[config.mk]
export PLATFORM = sky130hd
export DESIGN_NAME = rr_mux3_arbiter
export DESIGN_NICKNAME = d
export VERILOG_FILES = /design/src/rtl/rr_mux3_pkg.sv /design/src/rtl/rr_mux3_arbiter_pick.sv /design/src/rtl/rr_mux3_arbiter.sv
export SDC_FILE = /design/constraint.sdc
export NUM_CORES = 1
export LEC_CHECK = 0
export ABC_CLOCK_PERIOD_IN_PS = 3650
export CAP_MARGIN = 20
export CORE_ASPECT_RATIO = 1.25
export CORE_MARGIN = 3
export CORE_UTILIZATION = 35
export CTS_BUF_LIST = sky130_fd_sc_hd__clkbuf_8
export CTS_CLUSTER_SIZE = 25
export DETAILED_ROUTE_END_ITERATION = 10
export PLACE_DENSITY_LB_ADDON = 0.3
export SLEW_MARGIN = 25
export SYNTH_ARGS = -nofsm -noshare
export SYNTH_HDL_FRONTEND = slang
export SYNTH_HIERARCHICAL = 1
export SYNTH_SLANG_ARGS = --single-unit
[constraint.sdc]
create_clock -name clk -period 3.65 [get_ports clk]
set_input_delay 0.365 -clock clk [delete_from_list [all_inputs] [get_ports clk]]
set_output_delay 0.365 -clock clk [all_outputs]
set_load 0.05 [all_outputs]
[src/rtl/rr_mux3_pkg.sv]
// Shared types and select codes for the 3-way round-robin mux arbiter.
package rr_mux3_pkg;

  typedef enum logic [0:0] {
    IDLE = 1'b0,
    BUSY = 1'b1
  } state_t;

  localparam logic [1:0] SEL_A    = 2'b00;
  localparam logic [1:0] SEL_B    = 2'b01;
  localparam logic [1:0] SEL_C    = 2'b10;
  localparam logic [1:0] SEL_IDLE = 2'b11;

  // Next requester code after c wraps back to a.
  function automatic logic [1:0] next_code(input logic [1:0] code);
    return (code == SEL_C) ? SEL_A : code + 2'd1;
  endfunction

endpackage

[src/rtl/rr_mux3_arbiter_pick.sv]
// Combinational 3-way round-robin picker: first set request starting at ptr.
module rr_pick3
  import rr_mux3_pkg::*;
(
  input  logic [2:0] req,
  input  logic [1:0] ptr,
  output logic [1:0] grant,
  output logic       any
);

  always_comb begin
    grant = SEL_IDLE;
    any   = |req;
    case (ptr)
      2'd1: begin
        if      (req[1]) grant = SEL_B;
        else if (req[2]) grant = SEL_C;
        else if (req[0]) grant = SEL_A;
      end
      2'd2: begin
        if      (req[2]) grant = SEL_C;
        else if (req[0]) grant = SEL_A;
        else if (req[1]) grant = SEL_B;
      end
      default: begin
        if      (req[0]) grant = SEL_A;
        else if (req[1]) grant = SEL_B;
        else if (req[2]) grant = SEL_C;
      end
    endcase
  end

endmodule

[src/rtl/rr_mux3_arbiter.sv]
// Round-robin burst arbiter driving a shared 3:1 mux into a one-entry output slot.
module rr_mux3_arbiter
  import rr_mux3_pkg::*;
#(
  parameter int WIDTH    = 3,
  parameter int HOLD_MAX = 4
) (
  input  logic             clk,
  input  logic             rst_n,
  input  logic [2:0]       req_valid,
  output logic [2:0]       req_ready,
  input  logic [WIDTH-1:0] a,
  input  logic [WIDTH-1:0] b,
  input  logic [WIDTH-1:0] c,
  output logic [1:0]       sel,
  output logic [WIDTH-1:0] out,
  output logic             out_valid,
  input  logic             out_ready
);

  localparam int HW = $clog2(HOLD_MAX) + 1;
  localparam logic [HW-1:0] HOLD_LAST = HW'(HOLD_MAX - 1);

  state_t          state;
  logic [1:0]      owner;
  logic [1:0]      ptr;
  logic [HW-1:0]   hold_cnt;
  logic [1:0]      pick;
  logic            pick_any;
  logic            slot_free;
  logic            accept;
  logic            other_pend;
  logic [WIDTH-1:0] sel_data;

  rr_pick3 u_pick (
    .req   (req_valid),
    .ptr   (ptr),
    .grant (pick),
    .any   (pick_any)
  );

  assign sel       = (state == BUSY) ? owner : SEL_IDLE;
  assign slot_free = !out_valid || out_ready;
  assign accept    = |(req_valid & req_ready);

  always_comb begin
    req_ready = '0;
    if (state == BUSY && slot_free) req_ready[owner] = 1'b1;
  end

  always_comb begin
    other_pend = 1'b0;
    for (int unsigned i = 0; i < 3; i++) begin
      if (2'(i) != owner) other_pend = other_pend | req_valid[i];
    end
  end

  // Idle code holds the current slot contents so the mux has a single default arm.
  always_comb begin
    case (sel)
      SEL_A:   sel_data = a;
      SEL_B:   sel_data = b;
      SEL_C:   sel_data = c;
      default: sel_data = out;
    endcase
  end

  always_ff @(posedge clk or negedge rst_n) begin
    if (!rst_n) begin
      state    <= IDLE;
      owner    <= SEL_A;
      ptr      <= SEL_A;
      hold_cnt <= '0;
    end else begin
      case (state)
        IDLE: begin
          if (pick_any) begin
            state    <= BUSY;
            owner    <= pick;
            hold_cnt <= '0;
          end
        end
        BUSY: begin
          if (!req_valid[owner]) begin
            state <= IDLE;
            ptr   <= next_code(owner);
          end else if (accept) begin
            if (hold_cnt == HOLD_LAST) begin
              hold_cnt <= '0;
              if (other_pend) begin
                state <= IDLE;
                ptr   <= next_code(owner);
              end
            end else begin
              hold_cnt <= hold_cnt + HW'(1);
            end
          end
        end
        default: state <= IDLE;
      endcase
    end
  end

  always_ff @(posedge clk or negedge rst_n) begin
    if (!rst_n) begin
      out       <= '0;
      out_valid <= 1'b0;
    end else if (accept) begin
      out       <= sel_data;
      out_valid <= 1'b1;
    end else if (out_ready) begin
      out_valid <= 1'b0;
    end
  end

endmodule

# ---- Word-level counts from Yosys, hierarchy flattened
# Cells that the tools add are included.
dict set report totals {
  reg_bits 12
  word_cells 80
}
dict set report classes {
  n_addsub 2
  order_cmp 2
  n_eq_ne 14
  muxes 38
  bitwise_logic 4
  n_reduce_logical 14
}
# op count
set op_table {}
lappend op_table {{$mux 2} 14}
lappend op_table {{$mux 3} 5}
lappend op_table {{$mux 1} 13}
lappend op_table {{$pmux 3 s3} 1}
lappend op_table {{$eq 2x2->1 const B} 3}
lappend op_table {{$ne 2x1->1 const B} 3}
lappend op_table {{$ne 2x2->1 const B} 3}
lappend op_table {{$pmux 3 s2} 1}
lappend op_table {{$reduce_or 3->1} 2}
lappend op_table {{$eq 2x1->1 const B} 2}
lappend op_table {{$pmux 2 s2} 1}
lappend op_table {{$reduce_and 2->1} 2}
lappend op_table {{$reduce_and 4->1} 1}
lappend op_table {{$reduce_bool 2->1} 2}
lappend op_table {{$add 3x1->3 const B} 1}
lappend op_table {{$and 3x3->3} 1}
lappend op_table {{$eq 3x2->1 const B} 1}
lappend op_table {{$lt 2x3->1 const B} 1}
lappend op_table {{$reduce_and 3->1} 1}
lappend op_table {{$reduce_bool 3->1} 1}
lappend op_table {{$add 2x1->2 const B} 1}
lappend op_table {{$bmux 1 s2} 1}
lappend op_table {{$demux 1 s2} 1}
lappend op_table {{$ge 2x1->1 const B} 1}
lappend op_table {{other kinds (9)} 11}

# ---- Longest topological paths before layout
# Gate-level depths: netlist of run 1.
dict set report logic_depth {
  ltp_word 11
  mapped_depth 7
}

# ---- Modules after synthesis
# The synthesis of run 1 kept the hierarchy.
# module instances cells_per_inst area_per_inst_um2 seq_area_each_um2
set modules_own_cells {}
lappend modules_own_cells {rr_mux3_arbiter 1 78 754.5 300.3}
lappend modules_own_cells {rr_pick3 1 13 90.1 0.0}

# ---- Worst setup path after synthesis of run 1
# OpenSTA, ideal clock, no wires.
dict set report synth_timing {
  path_type {flip-flop to output port}
  from {register out_valid}
  to {output req_ready[1]}
  arrival_ps 2080
  path_slack_ps 1205
  stages_incl_launch_ff 4
  n_path_buf 0
  path_cell_list {dfrtp_1 > nand2b_1 > nand2_1 > nor3b_1}
}
dict set report synth_between {
  elab_chain_len 4
}
# item line_no
set synth_lines {}
lappend synth_lines {{start: declaration} rr_mux3_arbiter.sv:17} ;# output logic out_valid,
lappend synth_lines {{start signal: assignment} rr_mux3_arbiter.sv:107} ;# out_valid <= 1'b0;
lappend synth_lines {{start signal: assignment} rr_mux3_arbiter.sv:110} ;# out_valid <= 1'b1;
lappend synth_lines {{start signal: assignment} rr_mux3_arbiter.sv:112} ;# out_valid <= 1'b0;
lappend synth_lines {{$logic_not 1->1} rr_mux3_arbiter.sv:43} ;# assign slot_free = !out_valid || out_ready;
lappend synth_lines {{$logic_or 1x1->1} rr_mux3_arbiter.sv:43}
lappend synth_lines {{$logic_and 1x1->1} rr_mux3_arbiter.sv:48} ;# if (state == BUSY && slot_free) req_ready[owner] = 1'b1;
lappend synth_lines {{$mux 3} rr_mux3_arbiter.sv:48}
lappend synth_lines {{end: declaration} rr_mux3_arbiter.sv:11} ;# output logic [2:0] req_ready,
# No other way between the ends.

# ---- Final worst setup path of run 1
dict set report layout_timing {
  from {input out_ready}
  to {output req_ready[1]}
}
dict set report layout_between {
  elab_chain_len 3
}
# item line_no
set layout_lines {}
lappend layout_lines {{start: declaration} rr_mux3_arbiter.sv:18} ;# input logic out_ready
lappend layout_lines {{$logic_or 1x1->1} rr_mux3_arbiter.sv:43}
lappend layout_lines {{$logic_and 1x1->1} rr_mux3_arbiter.sv:48}
lappend layout_lines {{$mux 3} rr_mux3_arbiter.sv:48}
# No other way between the ends.

==> qor.yml, run 1 <==
routing:
  vias: 780
  wl_per_cell_um: 13.2
  routed.top_layer: "met4"
  wl_met3_um: 139
  m1WireLength_um: 794
  drt-pass1-iter-count: 4
  routed_wl_um: 1940
  vias_per_cell: 5.31
  met2_length_um: 935
  first_iter_violations: 19
  final_antenna_net_count: 0
  drc: 0
die:
  dieArea_mm2: 0.00304
  fp.dieH_um: 60.9
  start_util: 0.374
  io_pins: 24
  fp-row-count: 19
  die_w_um: 49.9
  core_area_mm2: 0.00226
setup_path:
  path_max_fanout: 6
  r2r_slack_ns: 1.59
  required_ns: 3.28
  startpoint_type: "primary input"
  worstSetupEndpointType: "primary output"
  cp.arrival_ns: 2.25
  timing.setup.critical_path_class: "in2out"
pwr:
  p_seq_frac: 0.238
  leakage_uw: 0.000504
  vdd.ir_drop.worst_mv: 0.557
  pwr-share-clk: 0.140
  p_sw_frac: 0.475
  p_total_uw: 1070
  pwr-share-comb: 0.623
  p_int_uw: 564
  power_density_mw_per_mm2: 931
  p_sw_uw: 511
sta:
  worstMarginPinSlew_ns: 0.557
  finalCritPeriodShare: 0.717
  setup_viol: 0
  hold_viol_final: 0
  fmax_ghz: 0.382
  slew_headroom: 0.627
  setup_tns_ns: 0
  min_period_ns: 2.62
  fin_skew_ns: 0.00614
  drv_slew: 0
  rsz0062_at_grt: "no"
clocking:
  clockRootBuffer: "clkbuf_8"
  clk_pin_slew_ns: 0.06
  postCtsHoldBufs: 0
  cts_buffers: 3
  htreeDepth: 1
  cts.sinks: 12
  post_cts_resized: 0
  cts_tree: "built"
  post_cts_buffers: 0
  clk_latency_ns: 0.25
  cts_buffer_depth: 2
synthesis:
  ys_types: 34
  yosys_warnings: 6
  syn_area_per_cell_um2: 9.28
  synthTopCellsByArea: "dfrtp_1 36%, ha_1 8.9%, mux2_4 5.3%"
  synth-compound-area-share: 0.194
  synth_seq_cells: 12
  netlist_instances: 91
  muxShareOfSynthArea: 0.0904
  synth_top_family_by_area: "simple AND/OR/NAND/NOR gates"
  yosysSeqAreaShare: 0.356
  yosys.area_share.simple: 0.218
  synthFlopType: "dfrtp_1"
  synth-xor-area-share: 0
  syn_nets: 112
  synth_fa_ha_area_frac: 0.0889
  yosysTopAreaCell: "dfrtp_1"
  synth_edf_count: 0
  synth_top_cell_area_share: 0.356
  synthArstFlopShare: 1.00
  netlist_area_um2: 845
run_status:
  run_status: "finished clean"
global_route:
  grt_pass1_wl_um: 3390
  grt_pass1_vias: 795
  grt_max_degree: 15
  grt-ovfl-total: 0
  antenna_found_initial: 0
  grt_usage: 0.150
place:
  placed_area_mm2: 0.00110
  placed_cells: 143
  gp_congestion: 0.834
  io_buffers: 23
  dp_hpwl_um: 1480
layout:
  syn2layout_area_growth_pct: 36.6
  diodes: 0
  drive_gt1_frac: 0.0862
  fin_cells: 147
  nets: 138
  mostFrequentLayoutCells: "23 x clkdlybuf4s50_1, 12 x nand2_1, 12 x dfrtp_1"
  final_area_mm2: 0.00115
  final_common_cell: "clkdlybuf4s50_1"
  post-route-util: 0.511
job:
  maxCapViolations: 0
worst_hold_path:
  hold_path.class: "in2async"
==> power groups by stage <==
stage | registers [uW] | clock network [uW] | logic, uW
after floorplan | 296 | 0 | 457
after global placement | 256 | 0 | 661
after detailed placement | 257 | 0 | 672
after CTS | 255 | 153 | 676
after global routing | 271 | 156 | 722
final | 256 | 150 | 669
==> final timing paths <==
path                             startpoint      endpoint  cells past startpoint
worst max-delay path              out_ready  req_ready[1]                      5
max in group asynchronous             rst_n      owner[1]                      1
worst min-delay path                  rst_n        ptr[0]                      1
worst max register to register        state        out[2]                      6
min in group clk                hold_cnt[2]   hold_cnt[2]                      2
worst min register to register  hold_cnt[2]   hold_cnt[2]                      2
==> area by class of cell <==
cell class / count / area, um^2
inverter: 8 / 30.0
fill: 217 / 1100
timing repair buffer: 23 / 230
multi-input combinational: 69 / 499
sequential: 12 / 300
clock buffer: 4 / 55.1
tap: 31 / 38.8
==> cell usage after synthesis (3+ instances only) <==
cell,n
dfrtp_1,12
a22oi_1,3
ha_1,6
nand2b_1,4
nor2_1,5
o21ai_0,4
nor3_1,4
nand2_1,12
inv_1,8
o211ai_1,3
o32ai_1,3
mux2_4,3
==> logic make-up after synthesis <==
logic type	count (synthesis)
and+or+nand+nor	35
buffers and inverters	10
adders and majority gates	6
muxes	6
DFF	12
AOI/OAI and AO/OA	22
==> state kept, by name, indices dropped and copies added, names as in the netlist <==
signal / count
ptr: 2
out: 3
owner: 2
out_valid: 1
state: 1
hold_cnt: 3
==> through the flow <==
step	setup WS (ns)	hold WS [ns]
after floorplan	1.21	0.0694
after global placement	1.04	0.502
after detailed placement	1.04	0.501
after CTS	1.02	0.493
after global routing	0.918	0.527
final	1.03	0.473
==> worst max-delay path, stage by stage <==
cell	delay, ns
clkdlybuf4s50_1	0.47
nand2b_1	0.22
nand2_1	0.14
nor3b_1	0.23
clkdlybuf4s50_1	0.83
==> routing by layer <==
metal / vias to the layer above / track usage
li1: 380 / -
met1: 365 / 0.157
met2: 30 / 0.261
met3: 5 / 0.0344
met4: 0 / 0.123
met5: - / 0
(Power assumes the default switching activity.)
==> run 2: changes to the inputs <==
--- a/config.mk
+++ b/config.mk
@@ -5,7 +5,7 @@
 export SDC_FILE = /design/constraint.sdc
 export NUM_CORES = 1
 export LEC_CHECK = 0
-export ABC_CLOCK_PERIOD_IN_PS = 3650
+export ABC_CLOCK_PERIOD_IN_PS = 2600
 export CAP_MARGIN = 20
 export CORE_ASPECT_RATIO = 1.25
 export CORE_MARGIN = 3
==> constraint.sdc (replaced) <==
create_clock -name clk -period 2.6 [get_ports clk]
set_input_delay 0.26 -clock clk [delete_from_list [all_inputs] [get_ports clk]]
set_output_delay 0.26 -clock clk [all_outputs]
set_load 0.05 [all_outputs]
==> run 2 against run 1 <==
Wire length grew 5.2%. Worst setup slack lost 0.55 ns. Critical path type is now reg2out. First-iteration DRC count shrank 79%. Via count grew 1.2%. Register-to-register slack lost 0.86 ns. Sequential power grew 34%. Sequential share of layout area grew 0.31 points. Utilization shrank 0.61 points. Flip-flop and latch count is the same.
==> qor.yml, run 2 (synthesis results as in run 1) <==
setup_path:
  cp.arrival_ns: 1.86
  rr_worst_depth: 5
  crit_slowest_cell: "clkdlybuf4s50_1"
  path_max_fanout: 7
  rr_startpoint: "owner[0]"
  timing.setup.critical_path_class: "reg2out"
  path_cells: "inv_1, nand2_1, clkdlybuf4s50_1"
  required_ns: 2.34
  r2r_end: "out[1]"
  startpoint_type: "register"
  r2r_slack_ns: 0.73
  slowest_delay_ns: 0.83
  worstSetupEndpointType: "primary output"
place:
  gp_congestion: 0.712
  dp_hpwl_um: 1560
  io_buffers: 23
  placed_cells: 144
pwr:
  pwr-share-clk: 0.115
  power_density_mw_per_mm2: 1300
  leakage_uw: 0.000507
  p_total_uw: 1480
  p_sw_uw: 717
  p_sw_frac: 0.484
  p_seq_frac: 0.232
  vdd.ir_drop.worst_mv: 0.919
  p_int_uw: 763
  pwr-share-comb: 0.654
global_route:
  antenna_found_initial: 0
  grt_pass1_wl_um: 3380
  grt_pass1_vias: 791
  grt-ovfl-total: 0
  grt_usage: 0.148
  grt_max_degree: 14
layout:
  drive_gt1_frac: 0.112
  nets: 139
  syn2layout_area_growth_pct: 35.0
  final_common_cell: "clkdlybuf4s50_1"
  diodes: 0
  reg_top3: "hold_cnt (3), out (3)"
  mostFrequentLayoutCells: "20 x clkdlybuf4s50_1, 12 x nand2_1, 12 x dfrtp_1"
  fin_cells: 147
  post-route-util: 0.505
  fill_cells: 231
routing:
  routed_wl_um: 2040
  vias: 789
  final_antenna_net_count: 0
  first_iter_violations: 4
  drt-pass1-iter-count: 4
  drc: 0
  vias_per_cell: 5.37
  wl_per_cell_um: 13.9
job:
  maxCapViolations: 0
sta:
  min_period_ns: 2.12
  rsz0062_at_grt: "no"
  drv_slew: 0
  worstMarginPinSlew_ns: 0.551
  slew_headroom: 0.631
  finalCritPeriodShare: 0.815
  fmax_ghz: 0.472
  hold_viol_final: 0
  fin_skew_ns: 0.00181
  setup_viol: 0
  setup_tns_ns: 0
clocking:
  post_cts_resized: 0
  cts_buffer_depth: 2
  htreeDepth: 1
  cts_tree: "built"
  postCtsHoldBufs: 0
  cts_buffers: 3
  clockRootBuffer: "clkbuf_8"
  clk_pin_slew_ns: 0.05
  clk_latency_ns: 0.24
  cts.sinks: 12
  post_cts_buffers: 0
die:
  dieArea_mm2: 0.00304
  io_pins: 24
  fp.dieH_um: 60.9
  start_util: 0.374
  fp-row-count: 19
  die_w_um: 49.9
  core_area_mm2: 0.00226
worst_hold_path:
  hold_path.class: "in2async"
run_status:
  run_status: "finished clean"
## run 2: how the worst max path moves through the flow
stage	from	endpoint	slack, ns	cells past startpoint
final	owner[1]	sel[1]	0.48	3
after global routing	owner[1]	sel[1]	0.40	3
after CTS	owner[1]	sel[1]	0.49	3
after detailed placement	req_valid[0]	out[1]	0.45	5
after global placement	req_valid[0]	out[0]	0.51	5
after floorplan	out_valid	req_ready[1]	0.26	3
## run 2: final cells by class
type / count / area (um^2) / area share
clock buffers: 3 / 41.3 / 0.0362
well taps: 31 / 38.8 / 0.0340
repair buffers: 24 / 230 / 0.202
flip-flops and latches: 12 / 300 / 0.263
inverters: 8 / 30.0 / 0.0263
multi-input cells: 69 / 499 / 0.438
## run 2: critical path: cells and delay by family, from the launching register on
kind | cells | cell delay (ns)
buf+inv | 2 | 0.98
flops | 1 | 0.49
simple gates | 1 | 0.15
## run 2: metal layers
layer | GRT usage | vias to the layer above | wire length (um)
met5 | 0 | - | 0
met4 | 0.0949 | 0 | 53
met3 | 0.0369 | 5 | 124
met2 | 0.265 | 24 | 1020
met1 | 0.157 | 379 | 839
li1 | - | 381 | -
## run 2: per-stage QoR
step	cell area (um^2)	hold slack [ns]	worst slack (ns)
2_1_floorplan	845	-0.0356	0.260
3_3_place_gp	1100	0.503	0.508
3_5_place_dp	1100	0.505	0.455
4_1_cts	1140	0.410	0.490
5_1_grt	1140	0.419	0.401
6_report	1140	0.378	0.481
## run 2: power groups by stage
stage | Sequential [uW] | Clock (uW) | Combinational [uW]
finish | 343 | 170 | 967
floorplan | 416 | 0 | 641
CTS | 342 | 173 | 982
global route | 355 | 181 | 1050
global placement | 338 | 0 | 960
detailed placement | 340 | 0 | 979
